<file path="config.mk">
export PLATFORM = sky130hd
export DESIGN_NAME = rs_encode_src_arb
export DESIGN_NICKNAME = d
export VERILOG_FILES = /design/src/rtl/rs_encode_src_arb.sv
export SDC_FILE = /design/constraint.sdc
export NUM_CORES = 1
export LEC_CHECK = 0
export ABC_CLOCK_PERIOD_IN_PS = 4050
export BUFFER_PORTS_ARGS = -buffer_cell sky130_fd_sc_hd__buf_2
export CORE_AREA = 2 2 506 508
export DETAILED_ROUTE_END_ITERATION = 16
export DIE_AREA = 0 0 508 510
export GPL_TIMING_DRIVEN = 0
export PLACE_DENSITY_LB_ADDON = 0.1
export SYNTH_ARGS = -nofsm -noshare
export SYNTH_HDL_FRONTEND = slang
export SYNTH_SLANG_ARGS = --single-unit
</file>
<file path="constraint.sdc">
create_clock -name clk -period 4.05 [get_ports clk]
set_clock_uncertainty 0.1 [all_clocks]
set_input_delay 0.6075 -clock clk [delete_from_list [all_inputs] [get_ports clk]]
set_output_delay 0.6075 -clock clk [all_outputs]
set_load 0.01 [all_outputs]
</file>
<file path="src/rtl/rs_encode_src_arb.sv">
// Round-robin arbiter feeding one RS encoder from NUM_SRC line sources; a grant lasts a whole job.
// Optional per-source completed-job counters enabled by RS_ENCODE_ARB_STATS_EN.
module rs_encode_src_arb #(
  parameter int NUM_SRC = 4,
  parameter int LINE_W  = 256,
  parameter int SRC_W   = $clog2(NUM_SRC)
) (
  input  logic                      clk,
  input  logic                      rst,
  input  logic [NUM_SRC-1:0]        src_arb_line_val,
  input  logic [NUM_SRC*LINE_W-1:0] src_arb_line,
  input  logic [NUM_SRC-1:0]        src_arb_line_last,
  output logic [NUM_SRC-1:0]        arb_src_line_rdy,
  output logic                      arb_encoder_line_val,
  output logic [LINE_W-1:0]         arb_encoder_line,
  output logic                      arb_encoder_line_last,
  input  logic                      encoder_arb_line_rdy,
  input  logic                      encoder_arb_job_done,
  output logic [SRC_W-1:0]          arb_out_job_src,
  output logic                      arb_out_job_val
`ifdef RS_ENCODE_ARB_STATS_EN
  ,
  output logic [NUM_SRC*16-1:0]     arb_stat_jobs
`endif
);

  typedef enum logic [1:0] {IDLE, STREAM, WAIT_DONE} state_t;

  state_t           state, state_nxt;
  logic [SRC_W-1:0] grant, rr_ptr, pick;
  logic             pick_val;
  logic             xfer;

  // First requester at or above rr_ptr, wrapping back to 0.
  always_comb begin
    int unsigned idx;
    idx      = 0;
    pick     = '0;
    pick_val = 1'b0;
    for (int unsigned k = 0; k < NUM_SRC; k++) begin
      idx = (int'(rr_ptr) + k) % NUM_SRC;
      if (!pick_val && src_arb_line_val[idx]) begin
        pick_val = 1'b1;
        pick     = SRC_W'(idx);
      end
    end
  end

  always_ff @(posedge clk) begin
    if (rst) state <= IDLE;
    else     state <= state_nxt;
  end

  always_ff @(posedge clk) begin
    if (rst) begin
      grant  <= '0;
      rr_ptr <= '0;
    end else begin
      if (state == IDLE && pick_val)
        grant <= pick;
      if (state == WAIT_DONE && encoder_arb_job_done)
        rr_ptr <= (grant == SRC_W'(NUM_SRC - 1)) ? '0 : grant + 1'b1;
    end
  end

  assign xfer = arb_encoder_line_val & encoder_arb_line_rdy;

  always_comb begin
    state_nxt = state;
    case (state)
      IDLE:      if (pick_val) state_nxt = STREAM;
      STREAM:    if (xfer && arb_encoder_line_last) state_nxt = WAIT_DONE;
      WAIT_DONE: if (encoder_arb_job_done) state_nxt = IDLE;
      default:   state_nxt = IDLE;
    endcase
  end

  // Outputs are gated by rst so everything reads idle while reset is held.
  always_comb begin
    arb_src_line_rdy      = '0;
    arb_encoder_line_val  = 1'b0;
    arb_encoder_line      = '0;
    arb_encoder_line_last = 1'b0;
    arb_out_job_val       = 1'b0;
    arb_out_job_src       = grant;
    if (!rst) begin
      case (state)
        STREAM: begin
          arb_encoder_line_val   = src_arb_line_val[grant];
          arb_encoder_line       = src_arb_line[grant*LINE_W +: LINE_W];
          arb_encoder_line_last  = src_arb_line_last[grant];
          arb_src_line_rdy[grant] = encoder_arb_line_rdy;
          arb_out_job_val        = 1'b1;
        end
        WAIT_DONE: arb_out_job_val = 1'b1;
        default: ;
      endcase
    end
  end

`ifdef RS_ENCODE_ARB_STATS_EN
  always_ff @(posedge clk) begin
    if (rst) begin
      arb_stat_jobs <= '0;
    end else if (state == WAIT_DONE && encoder_arb_job_done &&
                 arb_stat_jobs[grant*16 +: 16] != 16'hFFFF) begin
      arb_stat_jobs[grant*16 +: 16] <= arb_stat_jobs[grant*16 +: 16] + 16'd1;
    end
  end
`endif

endmodule

</file>
==> results <==
- The number of max-capacitance violations reported is 0.
- Of the total synthesized cell area, the portion taken by full adders, half adders and majority gates is 0.0105.
- The number of optimization iterations in the first detailed-route pass is 5.
- For this block, the initial DRC count from the detailed router was 912.
- The compound-gate portion of the synthesized area is 0.0157.
- The count of final hold-check violations is 0.
- The global placement routability congestion is 0.871.
- The average wire length per cell after detail routing is 33.1 microns.
- The number of hold buffers added after CTS was 0.
- The area of the multi-input gates is 7760 sq um.
- The data arrival time of the worst path is 3050 ps.
- The core region is 253,000 sq um.
- Summing all non-filler instances in the final layout gives an area of 19,400 sq um.
- The total length of routed wires is 179,000 microns.
- After synthesis, the cell types taking the most area are sky130_fd_sc_hd__mux4_2, sky130_fd_sc_hd__and2_1, sky130_fd_sc_hd__buf_2.
- Summed over all nets, wire length on met3 after detailed routing comes to 29,000 microns.
- For this design, the sink count on the clock tree is 6.
- The type of the most critical hold path is reg -> reg.
- The horizontal die dimension is 508 microns.
- The vertical die dimension is 510 microns.
- The post-synthesis cell type count is 31.
- After floorplanning, the core was divided into 185 placement rows.
- The library cell used most frequently in the layout, excluding fill and tap cells, is sky130_fd_sc_hd__buf_2.
- The kind of end point of the critical path is an output pin.
- For this run, the total global-route usage over all layers was measured as 0.132.
- The number of nets handed over by synthesis was 1,705.
- The largest voltage drop on the vdd net is 81.6 uV.
- The leakage power of the design is 8.13 nW.
- The endpoint required time on the critical path is 3340 ps.
- Of the total synthesized cell area, the portion taken by XOR and XNOR cells is 0.
- The initial standard-cell utilization of the core is 0.0328.
- The cell count after synthesis came out at 662.
- The count of placed standard cells in the final layout, fillers left out is 5,420.
- The simple-gate area share of the yosys netlist is 0.208.
- The category of the most critical setup path is in -> out.
- The sum of negative setup slack is 0 ps.
- The max-slew violation count came to 0.
- Of the cells placed in the final design, the portion with a size suffix greater than 1 is 0.820.
- The relative max-transition margin is 0.242.
- The die outline area is 259,000 sq um.
- Entering global routing, the biggest net connects 11 pins.
- The final clock period utilization by the worst path is 0.928.
- The post-layout minimum cycle time is 3760 ps.
- For this block, the via count after detailed routing is 14,200.
- The maximum clock rate is 266 MHz.
- The post-synthesis area per instance is 12.6 sq um.
- Counting the fill cells in the layout gives 30,000.
- The top-area cell type share of the netlist area is 0.699.
- The number of levels the H-tree was split into is 1.
- For the pin with the worst max-slew slack, the measured transition is 1140 ps.
- The via count of the first global-routing pass is 14,300.
- The insertion delay of the later-clocked pin in the worst-skew pair is 240 ps.
- The routed metal-1 wire length is 67,500 microns.
- The number of antenna violations at the first check in global routing is 336.
- Setup repair after global routing left no endpoint under its margin.
- Once detail routing completed, the nets flagged for antenna violations numbered 0.
- The kind of start point of the critical path is an input pin.
- The deepest clock path buffer count is 2.
- The largest family of logic cells by synthesized area is multiplexers.
- The net count of the finished layout is 3,010.
- The area overhead of the layout relative to synthesis is 133%.
- The fraction of synthesized area in multiplexers is 0.699.
- Leaving out fill and tap cells, the most frequent cells in the layout are sky130_fd_sc_hd__buf_2, sky130_fd_sc_hd__mux4_2, sky130_fd_sc_hd__and2_1.
- After detailed routing, the number of remaining DRC violations is 0.
- The number of buffers added by the clock tree synthesis step is 3.
- The library cell with the largest summed area after synthesis is sky130_fd_sc_hd__mux4_2.
- The post-layout utilization of the core is 0.0764.
- For this design the ratio of total power to cell area is 207 nW/um^2.
- In this run, placement finished with an instance count of 5,327.
- The post-detailed-placement cell area is 19,000 sq um.
- The highest layer used for signal routing is met5.
- The count of input and output buffers is 1,299.
- The number of vias per cell after detailed routing is 2.62.
- Setup violations remaining at the end of the flow were counted as 0.
- Clock-pin slew was measured on the worst setup and hold paths at 40 ps.
- The top-level port count is 1,301.
- The clock tree from TritonCTS is yes.
- The count of state elements after synthesis is 6.
- Global routing finished with a remaining overflow of 0.
- Registers take 120 sq um.
- The HPWL after detailed placement is 170,000 microns.
- The wire length of the first global-routing pass is 209,000 microns.
- The run finished with clean final reports.
- The area of the mapped netlist is 8310 sq um.
- The buffer type at the clock tree root is sky130_fd_sc_hd__clkbuf_16.
- The share of the Yosys chip area taken by registers is 0.0145.
- In this run the worst path has a maximum fanout of 11.
- The total number of yosys warnings is 0.
- The routed length on met2 is 78,900 microns.
==> critical path, cell delays in order <==
cell and delay (ps):
sky130_fd_sc_hd__clkbuf_1 260, sky130_fd_sc_hd__nor2_4 250, sky130_fd_sc_hd__buf_2 590, sky130_fd_sc_hd__clkbuf_1 610
sky130_fd_sc_hd__and2_1 390, sky130_fd_sc_hd__buf_2 290
==> final timing paths <==
path,start,endpoint,slack [ps],cells past startpoint
worst max-delay path,rst,arb_encoder_line[156],290,6
worst min register to register,rr_ptr[1],rr_ptr[1],450,2
worst min-delay path,rr_ptr[1],rr_ptr[1],450,2
worst max register to register,arb_out_job_src[1],rr_ptr[1],1560,7
==> cells by family (layout without fill, tap and decap cells) <==
kind of cell	after synthesis	after routing
simple gates	278	278
mux	258	258
other cells	0	89
compound gates	18	18
flops	6	6
buf+inv	95	1398
fa+ha+maj	7	7
==> cell type report <==
class	instances	area share
buffer	87	0.0225
sequential	6	0.00620
antenna	89	0.0115
timing repair buffer	1300	0.336
tap	3366	0.218
clock buffer	3	0.00388
multi-input combinational	561	0.401
inverter	8	0.00155
==> where the power goes <==
group / switching [mW] / internal, mW
Combinational: 2.12 / 1.65
Clock: 0.0369 / 0.127
Sequential: 0.00824 / 0.0681
==> cells in the mapped netlist <==
cell type                   number
sky130_fd_sc_hd__o2111ai_1       1
sky130_fd_sc_hd__mux4_2        258
sky130_fd_sc_hd__a21boi_0        1
sky130_fd_sc_hd__o21bai_1        2
sky130_fd_sc_hd__or4_1           1
sky130_fd_sc_hd__dfxtp_1         6
sky130_fd_sc_hd__o31ai_2         1
sky130_fd_sc_hd__clkbuf_1       33
sky130_fd_sc_hd__a21o_1          1
sky130_fd_sc_hd__buf_1          13
sky130_fd_sc_hd__o221ai_1        1
sky130_fd_sc_hd__and3_1          4
sky130_fd_sc_hd__buf_4           9
sky130_fd_sc_hd__buf_6           1
sky130_fd_sc_hd__a211o_1         2
sky130_fd_sc_hd__inv_1           8
sky130_fd_sc_hd__o311a_1         1
sky130_fd_sc_hd__o21ai_0         1
sky130_fd_sc_hd__nor4_1          1
sky130_fd_sc_hd__nor2b_1         3
sky130_fd_sc_hd__nor2_2          1
sky130_fd_sc_hd__a211oi_1        1
sky130_fd_sc_hd__nand2_1         5
sky130_fd_sc_hd__a21oi_1         6
sky130_fd_sc_hd__buf_2          31
sky130_fd_sc_hd__ha_1            7
sky130_fd_sc_hd__nand3_1         1
sky130_fd_sc_hd__and3_4          1
sky130_fd_sc_hd__nor2_1          2
sky130_fd_sc_hd__and2_1        258
sky130_fd_sc_hd__nor3_1          1
==> metal layers <==
metal / track usage / vias up
met5: 0 / -
met4: 0.0124 / 204
met3: 0.0881 / 435
met2: 0.209 / 1347
met1: 0.151 / 6744
li1: - / 5455
==> metrics by stage <==
stage               hold WS [ps]  power, mW  worst slack [ps]
floorplan                    371       1.83              1610
global placement             436       4.00             -1120
detailed placement           433       3.97              -575
CTS                          446       4.16              16.7
global route                 461       4.28              73.8
finish                       448       4.01               291
==> what timing repair did <==
item,4_1_cts,5_1_grt
gates resized for setup,10,0
buffers inserted,1,0
setup endpoints to repair,147,0
==> state kept, by name, indices dropped and copies added, names as in the netlist <==
| register | flops |
|---|---|
| state | 2 |
| arb_out_job_src | 2 |
| rr_ptr | 2 |
Power figures use the tool's default switching activity.
